<file path="config.mk">
export PLATFORM = sky130hd
export DESIGN_NAME = mem_wide_narrow_arbiter
export DESIGN_NICKNAME = d
export VERILOG_FILES = /design/src/rtl/mem_arb_pkg.sv /design/src/rtl/mem_rsp_owner_pipe.sv /design/src/rtl/mem_wide_narrow_arbiter.sv
export SDC_FILE = /design/constraint.sdc
export NUM_CORES = 1
export LEC_CHECK = 0
export BUFFER_PORTS_ARGS = -buffer_cell sky130_fd_sc_hd__buf_4
export CORE_MARGIN = 2
export CORE_UTILIZATION = 35
export CTS_CLUSTER_SIZE = 24
export DETAILED_ROUTE_END_ITERATION = 10
export PLACE_DENSITY_LB_ADDON = 0.1
export SLEW_MARGIN = 40
export SYNTH_ARGS = -nofsm -noshare
export SYNTH_HDL_FRONTEND = slang
export SYNTH_SLANG_ARGS = --single-unit
</file>
<file path="constraint.sdc">
create_clock -name clk_i -period 4.4 [get_ports clk_i]
set_clock_uncertainty 0.2 [all_clocks]
set_input_delay 0.88 -clock clk_i [delete_from_list [all_inputs] [get_ports clk_i]]
set_output_delay 0.88 -clock clk_i [all_outputs]
set_load 0.01 [all_outputs]
</file>
<file path="src/rtl/mem_arb_pkg.sv">
// mem_arb_pkg: shared types for the wide/narrow memory arbiter
package mem_arb_pkg;
    typedef enum logic {
        ArbNarrow = 1'b0,
        ArbWide   = 1'b1
    } arb_state_e;
endpackage

</file>
<file path="src/rtl/mem_rsp_owner_pipe.sv">
// mem_rsp_owner_pipe: tags bank response slots that belong to wide reads
module mem_rsp_owner_pipe #(
    parameter int unsigned MemoryLatency = 1,
    localparam int unsigned CntW = $clog2(MemoryLatency + 1)
) (
    input  logic            clk_i,
    input  logic            rst_i,
    input  logic            tag_i,
    output logic            rsp_wide_o,
    output logic [CntW-1:0] inflight_o
);
    logic [MemoryLatency-1:0] r_tags;
    logic [CntW-1:0]          r_cnt;
    logic [MemoryLatency:0]   w_shift;
    assign w_shift    = {r_tags, tag_i};
    assign rsp_wide_o = r_tags[MemoryLatency-1];
    assign inflight_o = r_cnt;
    always_ff @(posedge clk_i) begin
        if (rst_i) begin
            r_tags <= '0;
            r_cnt  <= '0;
        end else begin
            r_tags <= w_shift[MemoryLatency-1:0];
            r_cnt  <= r_cnt + CntW'(tag_i) - CntW'(rsp_wide_o);
        end
    end
    assert property (@(posedge clk_i) disable iff (rst_i) rsp_wide_o |-> r_cnt != '0);
endmodule

</file>
<file path="src/rtl/mem_wide_narrow_arbiter.sv">
// mem_wide_narrow_arbiter: chooses narrow or wide ownership of the shared banks
module mem_wide_narrow_arbiter
    import mem_arb_pkg::*;
#(
    parameter int unsigned NrPorts       = 4,
    parameter int unsigned MemoryLatency = 1,
    parameter int unsigned MaxWideBurst  = 16,
    parameter int unsigned MaxWideWait   = 8
) (
    input  logic                                 clk_i,
    input  logic                                 rst_i,
    input  logic [NrPorts-1:0]                   narrow_q_valid_i,
    input  logic                                 wide_q_valid_i,
    input  logic                                 wide_q_write_i,
    output logic                                 sel_wide_o,
    output logic                                 rsp_wide_o,
    output logic [$clog2(MemoryLatency+1)-1:0]   wide_inflight_o,
    output logic                                 idle_o
);
    localparam int unsigned WcW = $clog2(MaxWideWait + 1);
    localparam int unsigned BcW = $clog2(MaxWideBurst + 1);

    if (MemoryLatency < 1) begin : g_bad_latency
        $fatal(1, "MemoryLatency must be at least 1");
    end
    if (MaxWideBurst < 1) begin : g_bad_burst
        $fatal(1, "MaxWideBurst must be at least 1");
    end
    if (MaxWideWait < 1) begin : g_bad_wait
        $fatal(1, "MaxWideWait must be at least 1");
    end

    arb_state_e     r_state;
    logic [WcW-1:0] r_wcnt;
    logic [BcW-1:0] r_bcnt;
    logic           w_accept;
    logic           w_narrow_pend;
    logic           w_wait_done;
    logic           w_burst_done;

    assign w_accept      = (r_state == ArbWide) && wide_q_valid_i;
    assign w_narrow_pend = |narrow_q_valid_i;
    assign w_wait_done   = r_wcnt == WcW'(MaxWideWait - 1);
    // >= keeps the burst bounded even after bcnt saturated with no narrow traffic
    assign w_burst_done  = r_bcnt >= BcW'(MaxWideBurst - 1);
    assign sel_wide_o    = r_state == ArbWide;
    assign idle_o        = (r_state == ArbNarrow) && (wide_inflight_o == '0)
                           && !w_narrow_pend && !wide_q_valid_i;

    always_ff @(posedge clk_i) begin
        if (rst_i) begin
            r_state <= ArbNarrow;
            r_wcnt  <= '0;
            r_bcnt  <= '0;
        end else if (r_state == ArbNarrow) begin
            r_bcnt <= '0;
            if (wide_q_valid_i) begin
                r_wcnt <= (r_wcnt == WcW'(MaxWideWait)) ? r_wcnt : r_wcnt + WcW'(1);
                if (!w_narrow_pend || w_wait_done) r_state <= ArbWide;
            end
        end else begin
            r_wcnt <= '0;
            if (w_accept && r_bcnt != BcW'(MaxWideBurst)) r_bcnt <= r_bcnt + BcW'(1);
            if (!wide_q_valid_i || (w_narrow_pend && w_burst_done)) r_state <= ArbNarrow;
        end
    end

    mem_rsp_owner_pipe #(
        .MemoryLatency(MemoryLatency)
    ) u_owner_pipe (
        .clk_i      (clk_i),
        .rst_i      (rst_i),
        .tag_i      (w_accept && !wide_q_write_i),
        .rsp_wide_o (rsp_wide_o),
        .inflight_o (wide_inflight_o)
    );
endmodule

</file>
# == After elaboration in Yosys (flattened, before gate mapping) ==
# Index checks and enable logic that the tools add are counted.
# op_classes
n_mux,4
magnitude_cmp,1
bitwise_logic,3
n_addsub,4
n_reduce_logical,16
n_eq_ne,3
# ops
cell,n
$logic_and A1 B1 Y1,7
$add A5 B1 Y5 const B,1
$ge A5 B4 Y1 const B,1
$ne A5 B5 Y1 const B,1
$add A4 B1 Y4 const B,1
$eq A4 B3 Y1 const B,1
$eq A4 B4 Y1 const B,1
$mux W1,4
$reduce_or A2 Y1,2
$reduce_or A4 Y1,1
$logic_not A1 Y1,3
$not A1 Y1,3
$logic_or A1 B1 Y1,2
$reduce_and A2 Y1,1
$add A1 B1 Y1,1
$sub A1 B1 Y1,1
# word_totals
register_bits,12
elab_cells,36
output_inout_bits,4

# == Logic depth before layout (Yosys ltp) ==
# logic_depth
depth_word,6
mapped_depth,6
ltp_nobuf,6

# == Hierarchy ==
# A second synthesis with hierarchy kept.
# unflattened
hier_cells,71
area_unflattened_um2,654.4
# modules_own_cells
mod,cells_per_inst,area_per_inst_um2,n_inst
mem_wide_narrow_arbiter,66,581.8,1
mem_rsp_owner_pipe,5,72.6,1

# == Worst setup path after synthesis ==
# No wires, ideal clock.
# synth_timing
kind,input-to-output
from,input port narrow_q_valid_i[1]
to,output port idle_o
cell_stages,2
slack_ns,1.663
arrival_time_ns,1.657
required_ns,3.320
cell_sequence,or4_4 -> nor4_2
# synth_via
elab_chain_cells,4
# synth_rtl
element,line_no,source
"start, declared",mem_wide_narrow_arbiter.sv:12,"input logic [NrPorts-1:0] narrow_q_valid_i,"
$reduce_or A4 Y1,mem_wide_narrow_arbiter.sv:42,assign w_narrow_pend = |narrow_q_valid_i;
$logic_not A1 Y1,mem_wide_narrow_arbiter.sv:48,&& !w_narrow_pend && !wide_q_valid_i;
$logic_and A1 B1 Y1 (2 in series),mem_wide_narrow_arbiter.sv:48,
"end, declared",mem_wide_narrow_arbiter.sv:18,output logic idle_o
# Every way passes these cells.

# == Worst setup path after layout ==
# Ends and elaborated chain as after synthesis.

==> qor.txt <==
Sink Count - 12
ANT cells - 0
TritonCTS clock tree - yes
Total Wirelength - 1240 um
CP endpoint kind - output port
Logic pwr share - 0.077
Initial DRT Pass Iterations - 4
Final nets - 100
Critical Path RT - 3.32 ns
actual slew at the worst max-slew pin - 0.412 ns
row count - 15
Sequential Power Share - 0.522
Post-CTS Resized - 0
sequential share of the synthesized area - 0.366
yosys warns - 0
syn nets - 86
sum of negative setup slack - 0 ns
dpl cells - 107
clk slew on worst S/H paths - 0.08 ns
Period minus WS final - 2.91 ns
final cell count without fillers - 111
Arr. time, crit path - 1.83 ns
total CTS buffers - 3
top cells by count, synth - 12 x dfxtp_1, 8 x nand2_1, 6 x inv_1, 6 x nor2_1, 5 x ha_1
Rel. slew slack - 0.722
htree depth - 1
Worst VDD drop - 0.141 mV
Post-DRT Antenna Nets - 0
startpoint class of the critical path - input port
share of the synthesized area in the top cell type - 0.366
Power, Total - 0.000216 W
Primary FF master, synth - dfxtp_1
RSZ-0062 raised after global routing - false
number of flops mapped to enable cells by yosys - 0
vias in the first global route - 489
Final period util - 0.662
DP Worst Slack - 1.48 ns
crit-path max FO - 2
DR vias - 543
area grow syn2layout - 21.0%
leakage power - 0.306 nW
ys async rst share - 0
Final Hold Fails - 0
Die Wd - 47.3 um
fraction of layout cells with a size suffix above 1 - 0.221
clk_lat worst skew - 0.27 ns
met2 Usage GRT - 0.219
synth top area cells - dfxtp_1 37%, ha_1 9.5%, nand2_1 4.6%, inv_1 3.4%, nand4bb_1 3.4%
gpl congestion - 0.697
I/O pins - 12
HP Class - reg -> reg
largest net degree at the start of global routing - 11
cell area after synthesis - 656 um^2
GR Util All Layers - 0.133
DRC Markers - 0
Avg Synthesized Cell Area - 8.98 um^2
register bit total from synthesis - 12
Int Power - 0.000170 W
Slew Limit Fails - 0
IO Port Bufs - 11
Max Clock Freq - 343 MHz
drt wl/cell - 11.1 um
count leader, synth - dfxtp_1
post-CTS setup buffers - 0
final setup fails - 0
distinct cell type count after synthesis - 29
Initial Utilization - 0.376
Vias/cell - 4.89
power per cell area - 273 nW/um^2
critical path type - in -> out
grt peak-use layer - met2
global routing usage on met1 - 0.145
Sw Share - 0.216
core region area - 1750 um^2
GRT overflow - 0
placed inst area - 757 um^2
dpl hpwl - 939 um
Mapped Cells - 73
Die Y - 47.3 um
# fillers - 187
Starting DRT DRC Count - 4
total of max-cap violations - 0
Hold-fix buffers, CTS - 0
switching power - 0.0000468 W
Clk network pwr share - 0.401
global-route wire length before repair - 2000 um
clock tree buffer depth - 2
PnR worst setup slack - 1.49 ns
design area - 793 um^2
Root Driver - clkbuf_4
status - completed
cell accounting for the most synthesized area - dfxtp_1
met3 usage - 0.0462
initial antenna violation count - 0
Die ar. - 2240 um^2
==> kinds of logic (layout without fill, tap and decap cells) <==
group / Yosys count / in the layout / share of synthesized area
AO/OA/AOI/OAI: 10 / 10 / 0.107
buffers and inverters: 8 / 21 / 0.0534
adder cells (fa/ha/maj): 5 / 5 / 0.0954
flip-flops: 12 / 12 / 0.366
XOR/XNOR: 4 / 4 / 0.0534
AND/OR/NAND/NOR: 32 / 32 / 0.294
multiplexers: 2 / 2 / 0.0305
==> critical path: stages <==
cell,delay (ns)
buf_4,0.11
or4_4,0.54
nor4_2,0.15
buf_4,0.16
==> final timing paths <==
| kind | start | endpoint | slack [ns] | depth (start not counted) |
|---|---|---|---|---|
| max | narrow_q_valid_i[1] | idle_o | 1.49 | 4 |
| min | r_wcnt[1] | r_wcnt[1] | 0.30 | 2 |
| min reg2reg | r_wcnt[1] | r_wcnt[1] | 0.30 | 2 |
| max reg2reg | r_bcnt[0] | sel_wide_o | 2.73 | 6 |
==> area by class of cell <==
class | instances | area (um^2) | share of cell area
sequential | 12 | 240 | 0.303
clock buffer | 4 | 36.3 | 0.0457
timing repair buffer | 11 | 82.6 | 0.104
multi-input combinational | 53 | 380 | 0.479
inverter | 6 | 22.5 | 0.0284
tap | 25 | 31.3 | 0.0394
==> metrics by stage <==
stage / utilization / hold slack, ns
3_3_place_gp: 0.434 / 0.287
2_1_floorplan: - / 0.266
3_5_place_dp: 0.434 / 0.291
4_1_cts: 0.454 / 0.303
6_report: 0.454 / 0.298
5_1_grt: 0.454 / 0.335
==> layout by cell type (no fill, tap or decap) <==
cell | netlist | layout
a311oi_2 | 1 | 1
clkbuf_8 | 0 | 1
o21ai_0 | 3 | 3
mux2i_1 | 2 | 2
and4bb_2 | 1 | 1
nand2b_1 | 1 | 1
or4_4 | 1 | 1
a221oi_1 | 1 | 1
and2_1 | 1 | 1
nor3b_1 | 1 | 1
inv_1 | 6 | 6
dfxtp_1 | 12 | 12
xor2_1 | 2 | 2
a21oi_1 | 3 | 3
nor3_1 | 1 | 1
nand4_1 | 3 | 3
nand4bb_1 | 2 | 2
ha_1 | 5 | 5
nand3b_1 | 1 | 1
a22o_1 | 1 | 1
or3b_1 | 1 | 1
nor2_1 | 6 | 6
xnor2_1 | 2 | 2
nand3_1 | 3 | 3
a21boi_1 | 1 | 1
clkbuf_4 | 0 | 3
nor4_2 | 1 | 1
and3_1 | 1 | 1
buf_4 | 1 | 11
nand2_1 | 8 | 8
==> power groups by stage <==
stage	logic [W]	clock network (W)	registers, W
final	0.0000166	0.0000867	0.000113
after global routing	0.0000191	0.0000987	0.000114
after CTS	0.0000170	0.0000904	0.000113
after detailed placement	0.0000169	0	0.000116
after global placement	0.0000168	0	0.000116
after floorplan	0.0000100	0	0.000115
==> state kept, by name, summed over array words and instances (netlist names) <==
register                 cells
r_bcnt                       5
sel_wide_o                   1
u_owner_pipe.rsp_wide_o      1
u_owner_pipe.inflight_o      1
r_wcnt                       4
==> layer usage <==
metal  share of wire  vias to the layer above
met5               0                        -
met4           0.021                        0
met3           0.029                        4
met2            0.50                        7
met1            0.45                      251
li1                -                      281
Power figures use the tool's default switching activity.
